[src/rtl/restoring_divider_pkg.sv]
// Shared divider definitions: controller state encodings.
// Pure declarations, no logic; no latency or backpressure of its own.
package restoring_divider_pkg;

   typedef enum logic [1:0] {
      IDLE = 2'd0,
      RUN  = 2'd1,
      DONE = 2'd2
   } state_t;

endpackage

[src/rtl/restoring_divider_adderk.sv]
// k-bit ripple adder with carry-in: {carryout, s} = x + y + carryin.
// Combinational (zero latency); no handshake, no backpressure.
module adderk #(
   parameter int k = 6
) (
   input  logic         carryin,
   input  logic [k-1:0] x,
   input  logic [k-1:0] y,
   output logic [k-1:0] s,
   output logic         carryout
);

   assign {carryout, s} = {1'b0, x} + {1'b0, y} + {{k{1'b0}}, carryin};

endmodule

[src/rtl/restoring_divider.sv]
// Unsigned restoring divider, one quotient bit per clock; result n edges after an accepted Start,
// or one edge when dividing by zero. Start is ignored while Busy (no queueing); Done holds until the next Start.
module restoring_divider
   import restoring_divider_pkg::*;
#(
   parameter int n = 5
) (
   input  logic         Clock,
   input  logic         Reset,
   input  logic         Start,
   input  logic [n-1:0] Dividend,
   input  logic [n-1:0] Divisor,
   output logic [n-1:0] Quotient,
   output logic [n-1:0] Remainder,
   output logic         Busy,
   output logic         Done,
   output logic         DivByZero
);

   localparam int CW = $clog2(n + 1);

   state_t        state;
   logic [CW-1:0] cnt;
   logic [n-1:0]  r;
   logic [n-1:0]  q;
   logic [n-1:0]  dreg;

   logic [n:0]    t;
   logic [n:0]    s;
   logic          carry_unused;
   logic [n-1:0]  q_next;
   logic [n-1:0]  r_next;

   // The partial remainder always stays below the divisor, so n bits hold it;
   // the shifted-in value t still needs n+1 bits for the trial subtract.
   assign t = {r, q[n-1]};

   adderk #(.k(n + 1)) u_trial_sub (
      .carryin (1'b1),
      .x       (t),
      .y       (~{1'b0, dreg}),
      .s       (s),
      .carryout(carry_unused)
   );

   assign q_next = {q[n-2:0], ~s[n]};
   assign r_next = s[n] ? t[n-1:0] : s[n-1:0];

   always_ff @(posedge Clock) begin
      if (Reset) begin
         state     <= IDLE;
         cnt       <= '0;
         r         <= '0;
         q         <= '0;
         dreg      <= '0;
         Quotient  <= '0;
         Remainder <= '0;
         Busy      <= 1'b0;
         Done      <= 1'b0;
         DivByZero <= 1'b0;
      end else begin
         case (state)
            IDLE, DONE: begin
               if (Start) begin
                  if (Divisor == '0) begin
                     state     <= DONE;
                     Quotient  <= '1;
                     Remainder <= Dividend;
                     Busy      <= 1'b0;
                     Done      <= 1'b1;
                     DivByZero <= 1'b1;
                  end else begin
                     state     <= RUN;
                     cnt       <= '0;
                     r         <= '0;
                     q         <= Dividend;
                     dreg      <= Divisor;
                     Quotient  <= '0;
                     Remainder <= '0;
                     Busy      <= 1'b1;
                     Done      <= 1'b0;
                     DivByZero <= 1'b0;
                  end
               end
            end
            RUN: begin
               r   <= r_next;
               q   <= q_next;
               cnt <= cnt + CW'(1);
               // Final step lands its result directly in the output registers.
               if (cnt == CW'(n - 1)) begin
                  state     <= DONE;
                  Quotient  <= q_next;
                  Remainder <= r_next;
                  Busy      <= 1'b0;
                  Done      <= 1'b1;
               end
            end
            default: state <= IDLE;
         endcase
      end
   end

endmodule

[config.mk]
export PLATFORM = sky130hd
export DESIGN_NAME = restoring_divider
export DESIGN_NICKNAME = d
export VERILOG_FILES = /design/src/rtl/restoring_divider_pkg.sv /design/src/rtl/restoring_divider_adderk.sv /design/src/rtl/restoring_divider.sv
export SDC_FILE = /design/constraint.sdc
export NUM_CORES = 1
export LEC_CHECK = 0
export BUFFER_PORTS_ARGS = -buffer_cell sky130_fd_sc_hd__clkbuf_2
export CAP_MARGIN = 30
export CELL_PAD_IN_SITES_DETAIL_PLACEMENT = 0
export CELL_PAD_IN_SITES_GLOBAL_PLACEMENT = 1
export CORE_ASPECT_RATIO = 0.9
export CORE_MARGIN = 5
export CORE_UTILIZATION = 41
export DETAILED_ROUTE_END_ITERATION = 8
export GPL_ROUTABILITY_DRIVEN = 0
export PLACE_DENSITY_LB_ADDON = 0.1
export SKIP_CTS_REPAIR_TIMING = 1
export SLEW_MARGIN = 15
export SYNTH_ARGS = -nofsm -noshare
export SYNTH_HDL_FRONTEND = slang
export SYNTH_SLANG_ARGS = --single-unit
[constraint.sdc]
create_clock -name Clock -period 2.42 [get_ports Clock]
set_input_delay 0.242 -clock Clock [delete_from_list [all_inputs] [get_ports Clock]]
set_output_delay 0.242 -clock Clock [all_outputs]
set_load 0.005 [all_outputs]
---- Yosys cells after proc, flatten, opt, wreduce, memory -nomap -nowiden ----
Index checks and enable logic that the tools add are counted.
word-level totals
  flip-flop bits (word level) ............. 33
  logic and storage cells ................. 61
cells by class
  eq/ne operators ......................... 6
  reduce and logical (&&, ||, !) cells .... 9
  add/subtract/negate cells ............... 3
  bitwise operators ....................... 3
  mux-type cells .......................... 30
operators with widths
  kind                                                              count
  5-bit 2-to-1 mux                                                  11
  5-bit one-hot mux with 2 select lines                             4
  3-bit AND reduction                                               3
  6-bit by 1-bit adder with 6-bit output (second input constant)    1
  6-bit adder                                                       1
  1-bit 2-to-1 mux                                                  6
  2-bit 2-to-1 mux                                                  3
  3-bit 2-to-1 mux                                                  2
  2-bit inequality test (second input constant)                     3
  5-bit NOT with 6-bit output                                       1
  3-bit one-hot mux with 2 select lines                             1
  5-bit zero test                                                   1
  1-bit one-hot mux with 2 select lines                             2
  2-bit one-hot mux with 2 select lines                             1
  2-bit AND reduction                                               2
  3-bit by 1-bit adder with 3-bit output (second input constant)    1
  3-bit == test (second input constant)                             1
  2-bit by 1-bit == test with 1-bit output (second input constant)  1
  2-bit == test (second input constant)                             1
  2-bit zero test                                                   1
  1-bit NOT                                                         2
  2-bit nonzero test                                                1
  2-bit OR reduction                                                1

---- Depth between registers and ports, before layout ----
Gate-level depths: netlist of run 1.
  depth in word-level cells ............... 6
  mapped depth ............................ 10
  depth with buffers taken out ............ 10

---- Modules after synthesis ----
A second synthesis of run 1 with hierarchy kept.
unflattened totals
  cells, all modules ...................... 202
  area total of the unflattened synthesis .. 1656.6 µm²
by module, submodules not included
  module             instances  sequential area each (µm²)  area each (µm²)  cells each
  restoring_divider  1          660.6                       1410.1           174
  adderk             1          0.0                         246.5            28

---- Least setup slack after synthesis of run 1 ----
OpenSTA, ideal clock, no wires.
  path kind ............................... reg2reg
  start ................................... register dreg[1]
  end ..................................... register r[0]
  period minus slack after synthesis ...... 2093 ps
  path buffers ............................ 0
  stages on the path, launching flop included .. 9
  setup time .............................. 87 ps
  arrival ................................. 2006 ps
  slack ................................... 327 ps
  cells stage by stage .................... dfxtp_1 -> inv_1 -> ha_1 -> nor2b_1 -> o21a_1 -> a31o_2 -> xor2_1 -> mux2_2 -> o31ai_1
on the way
  cells in the longest elaborated chain, start to end .. 5
RTL lines
  what                                    line                            RTL
  from (decl)                             restoring_divider.sv:26         logic [n-1:0] dreg;
  from (signal assigned)                  restoring_divider.sv:77         dreg <= Divisor;
  5-bit NOT with 6-bit output             restoring_divider.sv:41         .y (~{1'b0, dreg}),
  6-bit adder                             restoring_divider_adderk.sv:13  assign {carryout, s} = {1'b0, x} + {1'b0, y} + {{k{1'b0}}, carryin};
  6-bit by 1-bit adder with 6-bit output  restoring_divider_adderk.sv:13
  5-bit 2-to-1 mux                        restoring_divider.sv:47         assign r_next = s[n] ? t[n-1:0] : s[n-1:0];
  5-bit one-hot mux with 2 select lines   restoring_divider.sv:62         case (state)
  to (signal assigned)                    restoring_divider.sv:87         r <= r_next;
  to (decl)                               restoring_divider.sv:24         logic [n-1:0] r;
Every way passes these cells.
A chain may end at the register's enable or synchronous reset.

---- Worst setup path in the final report of run 1 ----
Same ends and word-level chain as after synthesis.

==> flow_summary.ini, run 1 <==
[final_layout]
fin_cells = 269
final_nets = 243
area_growth_pct = 16.3
stdcell_area_sq_mm = 0.00191
layout-drive-gt1-share = 0.233
fillers = 400
n_antenna_cell = 0

[synth]
synthFlopType = dfxtp_1
yosys-top-cells-count = dfxtp_1, nand2_1, a21oi_1
synthCells = 195
yosysWarningCount = 0
yosysSeqAreaShare = 0.401
synth_seq_cells = 33
syn-cell-area_sq_mm = 0.00165
avgSynthCellArea_sq_um = 8.44
async_flop_share = 0
synth.area.top_cells = dfxtp_1, nand2_1, a21oi_1
synth_nets = 216
synth.top_cell.area_share = 0.401
synth_top_area_cell = dfxtp_1
yosysMostFrequentCell = dfxtp_1
synthDistinctLibCells = 35
synth-edff-count = 0

[global_route]
antenna_found_initial = 0
grt_pass1_vias = 1369
gr-total-overflow = 0
grt_pass1_wl_microns = 6600
globalRouteTotalUtil = 0.152
grt_max_degree = 35

[floorplan]
io_pins = 26
die_h_microns = 70.1
die_x_microns = 76.8
initial_utilization = 0.432
placementRows = 21
die_area_sq_mm = 0.00539
core_area_sq_mm = 0.00381

[timing]
period_share = 0.945
slew_violations = 0
worst_pin_slew_ns = 0.697
fmax_ghz = 0.437
finalHoldViolCount = 0
clock_skew_ns = 0.00469
min_period_ns = 2.29
setup_viol = 0
slew_headroom = 0.535
rsz0062_at_grt = no
tns_ns = 0

[worst_hold_path]
hold_depth = 3
min_path_type = input pin to flip-flop
min_from = Divisor[4]
hold_end = dreg[4]

[worst_setup_path]
critPathLaunchType = flip-flop
crit_type = flip-flop to flip-flop
worstPathCellList = inv_1 > ha_1 > nor2b_1 > o21a_1 > a31o_2 > xor2_1 > mux2_2 > o31ai_1
worstReg2RegEnd = r[0]
r2r_slack_ns = 0.13
critPathBufInv = 1
required_ns = 2.60
path_max_fanout = 3
critical_path_arrival_ns = 2.47
r2r-start = dreg[1]
rr_worst_depth = 8
cp_slowest_cell = mux2_2
crit_family = compound AO/OA/AOI/OAI gates
cp-end-kind = flip-flop
cpPeakStageDelay_ns = 0.40

[run]
maxCapViolations = 0

[clocking]
clkSinkCount = 33
cts_buffer_depth = 2
numCtsBuffers = 5
cts_tree = done
clock_latency_ns = 0.28
root_buffer = clkbuf_8
clk_pin_slew_worst_paths_ns = 0.07
htreeDepth = 2

[detailed_routing]
ant_nets = 0
wl_per_cell_microns = 14.4
via_per_inst = 5.38
drc = 0
routed_wl_microns = 3870
dr.pass1.iters = 4
route.vias.total = 1447
first_iter_violations = 58

[power]
p_leak_nw = 0.766
power_density_mw_per_mm2 = 683
peakVddDrop_mv = 0.389

[placed_design]
dp.cells = 261
place_area_sq_mm = 0.00183
dp_hpwl_microns = 2810
port_buffers = 25

[status]
status = completed
## worst register-to-register path, cell delays in order, from the launching register on
cell     delay, ns
dfxtp_1       0.35
inv_1         0.08
ha_1          0.26
nor2b_1       0.13
o21a_1        0.19
a31o_2        0.29
xor2_1        0.29
mux2_2        0.40
o31ai_1       0.21
## state kept, by name (all words and copies together) (netlist names)
signal	flops
Remainder	5
Done	1
q	5
DivByZero	1
Quotient	5
state	2
dreg	5
r	5
Busy	1
cnt	3
## cells by family after synthesis
| group | share of synthesized area |
|---|---|
| AO/OA/AOI/OAI | 0.197 |
| buffers and inverters | 0.0486 |
| flip-flops | 0.401 |
| adder cells (fa/ha/maj) | 0.0653 |
| AND/OR/NAND/NOR | 0.202 |
| multiplexers | 0.0593 |
| XOR/XNOR | 0.0266 |
## metal layers
metal,up-vias,share of wire,global-route usage
met3,2,0.041,0.0424
met5,-,0,0
met2,30,0.46,0.232
met4,0,0.0041,0.0524
met1,686,0.49,0.204
li1,729,-,-
## worst max-delay path by stage
stage	start	to	slack, ns	cells past startpoint
floorplan	dreg[1]	r[0]	0.33	8
global placement	dreg[1]	r[0]	0.27	8
detailed placement	dreg[1]	r[0]	0.18	8
CTS	dreg[1]	r[0]	0.14	8
global route	dreg[1]	r[0]	0.02	8
finish	dreg[1]	r[0]	0.13	8
## cells in the final DEF, fill, tap and decap left out, drive strengths merged, types with 2 or more instances in the layout
| cell type | instances |
|---|---|
| dfxtp | 33 |
| nand2 | 31 |
| clkbuf | 31 |
| a21oi | 20 |
| nor2 | 19 |
| inv | 8 |
| ha | 7 |
| buf | 7 |
| nor3 | 7 |
| a311oi | 6 |
| nand3 | 6 |
| mux2 | 6 |
| a211oi | 5 |
| nor2b | 4 |
| xor2 | 3 |
| mux2i | 3 |
| o31ai | 3 |
| a22oi | 3 |
| o21ai | 3 |
| nand2b | 2 |
| o21a | 2 |
| xnor2 | 2 |
| a211o | 2 |
| clkinv | 2 |
## metrics by stage
stage	utilization	hold WS (ns)	total power [mW]	setup slack (ns)
floorplan	-	0.378	0.828	0.327
global placement	0.481	0.446	0.919	0.273
detailed placement	0.481	0.448	0.923	0.177
CTS	0.502	0.189	1.32	0.136
global route	0.502	0.198	1.39	0.0189
finish	0.502	0.194	1.31	0.133
## layout make-up
class                      instances  area [sq um]  area share
inverter                           8          30.0      0.0157
clock buffer                       6          72.6      0.0379
multi-input combinational        142           906       0.473
timing repair buffer              32           178      0.0928
sequential                        33           661       0.345
clock inverter                     2          10.0     0.00523
tap                               46          57.6      0.0301
## power breakdown
part / internal [mW] / switching (mW) / total [mW]
sequential: 0.583 / 0.0249 / 0.608
clock: 0.199 / 0.199 / 0.398
combinational: 0.137 / 0.165 / 0.302
No activity file was read; power rests on OpenSTA's default activity.
==> run 2: changes to the inputs <==
ABC_AREA = 1   (was default)
CORE_UTILIZATION = 40   (was 41)
RECOVER_POWER = 100   (was default)
==> run 2 against run 1 <==
Wire length is 4.0% higher; die area up 5.3%; clock skew increased by 0.0025 ns; synthesized cell count is 24% higher; clock power grew 5%; non-clock buffer count fell by 5; total power rose by 2.4%; maximum frequency increased by 26%; utilization fell by 3.6 points; combinational power rose by 2%; first-iteration DRC count grew 31%; critical path type unchanged; flip-flop and latch count unchanged.
==> flow_summary.ini, run 2 <==
[final_layout]
layout_common_cells = nand2_1, inv_1, dfxtp_1, nand3_1, clkbuf_2
final_util = 0.467
final_common_cell = nand2_1
layout-drive-gt1-share = 0.134
fillers = 432
n_antenna_cell = 0
area_growth_pct = 12.3
final_nets = 289

[synth]
yosysSeqAreaShare = 0.387
yosysWarningCount = 0
synthDistinctLibCells = 26
synth.top_cell.area_share = 0.387
yosys-top-cells-count = nand2_1, inv_1, dfxtp_1
yosysMostFrequentCell = nand2_1
synthFlopType = dfxtp_1
synth_seq_cells = 33
syn-cell-area_sq_mm = 0.00171
avgSynthCellArea_sq_um = 7.05
yosys.area_share.simple = 0.286
synth.area.top_cells = dfxtp_1, nand2_1, inv_1
synth_compound_area_frac = 0.130
yosys.area_share.adder = 0.0631
synthMuxAreaShare = 0
async_flop_share = 0
synth_top_family_by_area = simple AND/OR/NAND/NOR gates
synth_top_area_cell = dfxtp_1
synth_xor_area_frac = 0.0103
synth_nets = 263
synth-edff-count = 0
synthCells = 242

[timing]
fmax_ghz = 0.553
tns_ns = 0
slew_headroom = 0.584
clock_skew_ns = 0.00718
rsz0062_at_grt = no
period_share = 0.747
min_period_ns = 1.81
setup_viol = 0
slew_violations = 0
worst_pin_slew_ns = 0.623
finalHoldViolCount = 0

[clocking]
clk_pin_slew_worst_paths_ns = 0.07
numCtsBuffers = 5
clock_latency_ns = 0.28
cts_tree = done
clkSinkCount = 33
root_buffer = clkbuf_8
htreeDepth = 2
cts_buffer_depth = 2

[status]
status = completed

[worst_setup_path]
critical_path_arrival_ns = 1.98
worstPathCellList = inv_1 > nor2_1 > buf_4 > inv_4 > nand2_1 > inv_1 > nand2_1 > nand3_1 > nand2_1 > inv_1
required_ns = 2.59
cp-end-kind = flip-flop
cpPeakStageDelay_ns = 0.33
path_max_fanout = 19
crit_type = flip-flop to flip-flop
worstReg2RegEnd = r[4]
rr_worst_depth = 10
critPathLaunchType = flip-flop
cp_slowest_cell = dfxtp_1
r2r-start = state[0]
r2r_slack_ns = 0.61

[detailed_routing]
wl_per_cell_microns = 12.7
ant_nets = 0
via_per_inst = 4.84
drc = 0
first_iter_violations = 76
dr.pass1.iters = 4
routed_wl_microns = 4030
route.vias.total = 1529

[floorplan]
die_h_microns = 71.9
die_area_sq_mm = 0.00567
die_x_microns = 78.8
placementRows = 22
initial_utilization = 0.416
core_area_sq_mm = 0.00410
io_pins = 26

[global_route]
antenna_found_initial = 0
grt_max_degree = 22
gr-total-overflow = 0
grt_pass1_vias = 1342
grt_pass1_wl_microns = 6800
globalRouteTotalUtil = 0.152

[placed_design]
dp_hpwl_microns = 2940
port_buffers = 25

[worst_hold_path]
min_path_type = input pin to flip-flop
min_from = Divisor[3]
hold_depth = 3
hold_end = dreg[3]

[power]
power_density_mw_per_mm2 = 700
p_leak_nw = 0.981
peakVddDrop_mv = 0.342

[run]
maxCapViolations = 0
## run 2: power breakdown
part	leakage, nW	switching [mW]	internal [mW]	total (mW)
clock network	0.0443	0.191	0.226	0.416
registers	0.271	0.0262	0.587	0.613
logic	0.666	0.203	0.107	0.309
total	0.981	0.420	0.919	1.34
## run 2: kinds of logic after synthesis
logic type | Yosys count
AOI/OAI and AO/OA | 42
xor gates and xnor gates | 2
adders and majority gates | 8
buffers and inverters | 47
DFF | 33
and+or+nand+nor | 110
## run 2: area by class of cell
| class | instances | area [sq um] | share of cell area |
|---|---|---|---|
| multi-input combinational | 162 | 827 | 0.432 |
| sequential | 33 | 661 | 0.345 |
| inverter | 39 | 149 | 0.0778 |
| timing repair buffer | 27 | 131 | 0.0686 |
| clock buffer | 7 | 86.3 | 0.0451 |
| tap | 48 | 60.1 | 0.0314 |
## run 2: how the worst max path moves through the flow
| stage | from | to | slack (ns) | cells past startpoint |
|---|---|---|---|---|
| global route | state[0] | r[2] | 0.42 | 10 |
| global placement | q[4] | r[4] | 0.68 | 11 |
| finish | state[0] | r[4] | 0.61 | 10 |
| floorplan | q[4] | r[4] | 0.90 | 11 |
| CTS | q[4] | r[4] | 0.66 | 11 |
| detailed placement | q[4] | r[4] | 0.69 | 11 |
## run 2: metrics by stage
step / instance area (sq um) / power [mW] / hold slack, ns / setup WS (ns) / cells
floorplan: 1710 / 0.858 / 0.311 / 0.899 / 242
global placement: 1840 / 0.945 / 0.454 / 0.684 / 309
detailed placement: 1840 / 0.941 / 0.456 / 0.690 / 309
CTS: 1930 / 1.36 / 0.217 / 0.660 / 316
global route: 1910 / 1.43 / 0.235 / 0.418 / 316
finish: 1910 / 1.34 / 0.227 / 0.612 / 316
## run 2: worst max-delay path, delay by kind of cell, from the launching register on
| family | cells | cell delay [ns] |
|---|---|---|
| simple gates | 5 | 0.65 |
| buf+inv | 5 | 0.70 |
| flops | 1 | 0.33 |
## run 2: routing by layer
layer  global-route usage  wire (microns)  vias up
met5                    0               0        -
met4               0.0573              27        0
met3               0.0385             267        2
met2                0.198            1590       37
met1                0.235            2140      670
li1                     -               -      820
==> run 3: changes to the inputs <==
ABC_AREA = 0   (was 1)
CORE_UTILIZATION = 37   (was 40)
clock period = 1.58 ns   (was 2.42 ns; I/O delays follow)
==> run 3 against run 2 <==
Utilization is 6.0 points higher; maximum frequency shrank 10%; critical path type unchanged; combinational power rose by 110%; critical endpoint is now r[0]; clock skew is 0.00083 ns lower; largest power group unchanged; worst hold slack worse by 0.081 ns; via count is 1.0% higher; the run now ends with negative setup slack left; wire length up 3.7%; first-iteration DRC count is 34% lower.
==> flow_summary.ini, run 3 (same netlist as run 1, synthesis figures left out) <==
[status]
status = complete, but fails checks
violations = negative setup slack

[floorplan]
core_area_sq_mm = 0.00437
initial_utilization = 0.376
die_x_microns = 80.3
placementRows = 23
die_h_microns = 73.3
die_area_sq_mm = 0.00589
io_pins = 26

[timing]
slew_headroom = 0.748
finalHoldViolCount = 0
min_period_ns = 2.02
timing.final.ws_setup_ns = -0.435
worst_pin_slew_ns = 0.379
rsz0062_at_grt = yes
setup_viol = 20
clock_skew_ns = 0.00635
slew_violations = 0
period_share = 1.28
fmax_ghz = 0.496

[global_route]
gr-total-overflow = 0
grt_pass1_vias = 1499
grt_pass1_wl_microns = 7000
antenna_found_initial = 0
grt_max_degree = 19
globalRouteTotalUtil = 0.153

[detailed_routing]
top_layer = met4
ant_nets = 0
dr_wl_met3_microns = 178
first_iter_violations = 50
wl_per_cell_microns = 13.3
via_per_inst = 4.92
met2_wirelength_microns = 1860
wl_met1_microns = 2110
route.vias.total = 1545
drc = 0
routed_wl_microns = 4180
dr.pass1.iters = 4

[worst_setup_path]
cp-end-kind = flip-flop
required_ns = 1.78
rr_worst_depth = 7
critical_path_arrival_ns = 2.21
critPathBufInv = 0
cpPeakStageDelay_ns = 0.37
critPathLaunchType = flip-flop
cp_slowest_cell = dfxtp_4
crit_type = flip-flop to flip-flop
crit_family = compound AO/OA/AOI/OAI gates
worstPathCellList = ha_4 > nor2b_1 > o21a_1 > a31o_4 > xor2_4 > mux2_4 > o31ai_4
cp.depth = 7
path_max_fanout = 4

[final_layout]
final_common_cell = buf_4
area_growth_pct = 40.0
layout_common_cells = buf_4, nand2_1, dfxtp_1, nor2_1, clkbuf_2
n_antenna_cell = 0
final_util = 0.527
layout-drive-gt1-share = 0.377
final_nets = 272
fillers = 446

[power]
peakVddDrop_mv = 0.628
power_frac_seq = 0.407
power_density_mw_per_mm2 = 993
clockPowerShare = 0.306
p_total_mw = 2.29
combPwrFrac = 0.287
p_leak_nw = 0.916
p_sw_frac = 0.292
internal-power_mw = 1.62
power.switching_mw = 0.668

[clocking]
cts_buffer_depth = 2
clk_pin_slew_worst_paths_ns = 0.07
clock_latency_ns = 0.28
clkSinkCount = 33
numCtsBuffers = 5
root_buffer = clkbuf_8
cts_tree = done
htreeDepth = 2

[run]
maxCapViolations = 0

[worst_hold_path]
hold_depth = 3
min_path_type = input pin to flip-flop

[placed_design]
dp_hpwl_microns = 3250
port_buffers = 25
[run 3: worst paths after layout]
check              start  endpoint  slack, ns
min reg2reg      dreg[4]   dreg[4]       0.46
min          Dividend[3]      q[3]       0.15
max reg2reg         r[0]      r[0]      -0.44
max                 r[0]      r[0]      -0.44
[run 3: area by class of cell]
cell class | instances | area, sq um | share of cell area
Clock buffer | 7 | 96.3 | 0.0418
Sequential cell | 33 | 668 | 0.290
Timing Repair Buffer | 61 | 373 | 0.162
Tap cell | 62 | 77.6 | 0.0337
Clock inverter | 1 | 5.00 | 0.00217
Inverter | 8 | 30.0 | 0.0130
Multi-Input combinational cell | 142 | 1050 | 0.458
[run 3: metal layers]
layer | GRT usage | vias up
li1 | - | 786
met1 | 0.208 | 721
met2 | 0.234 | 32
met3 | 0.0466 | 6
met4 | 0.0469 | 0
met5 | 0 | -
[run 3: tightest hold or removal path, stage by stage]
cell	delay [ns]
clkbuf_2	0.10
nand2_1	0.05
a311oi_1	0.07
[run 3: per-stage QoR]
stage                     worst slack, ns  hold WS, ns  TNS [ns]  cell area (sq um)  cells
after floorplan                    -0.333        0.294     -2.60               1770    195
after global placement             -0.378        0.439     -3.99               2180    303
after detailed placement           -0.445        0.443     -4.52               2180    303
after CTS                          -0.468        0.144     -4.03               2280    311
after global routing               -0.513        0.151     -6.95               2300    314
final                              -0.435        0.146     -4.41               2300    314
[run 3: power by group through the flow]
stage	clock, mW	combinational, mW	sequential [mW]
finish	0.701	0.656	0.931
global placement	0	0.613	0.946
detailed placement	0	0.622	0.949
floorplan	0	0.415	0.943
global route	0.763	0.725	0.940
CTS	0.710	0.624	0.930
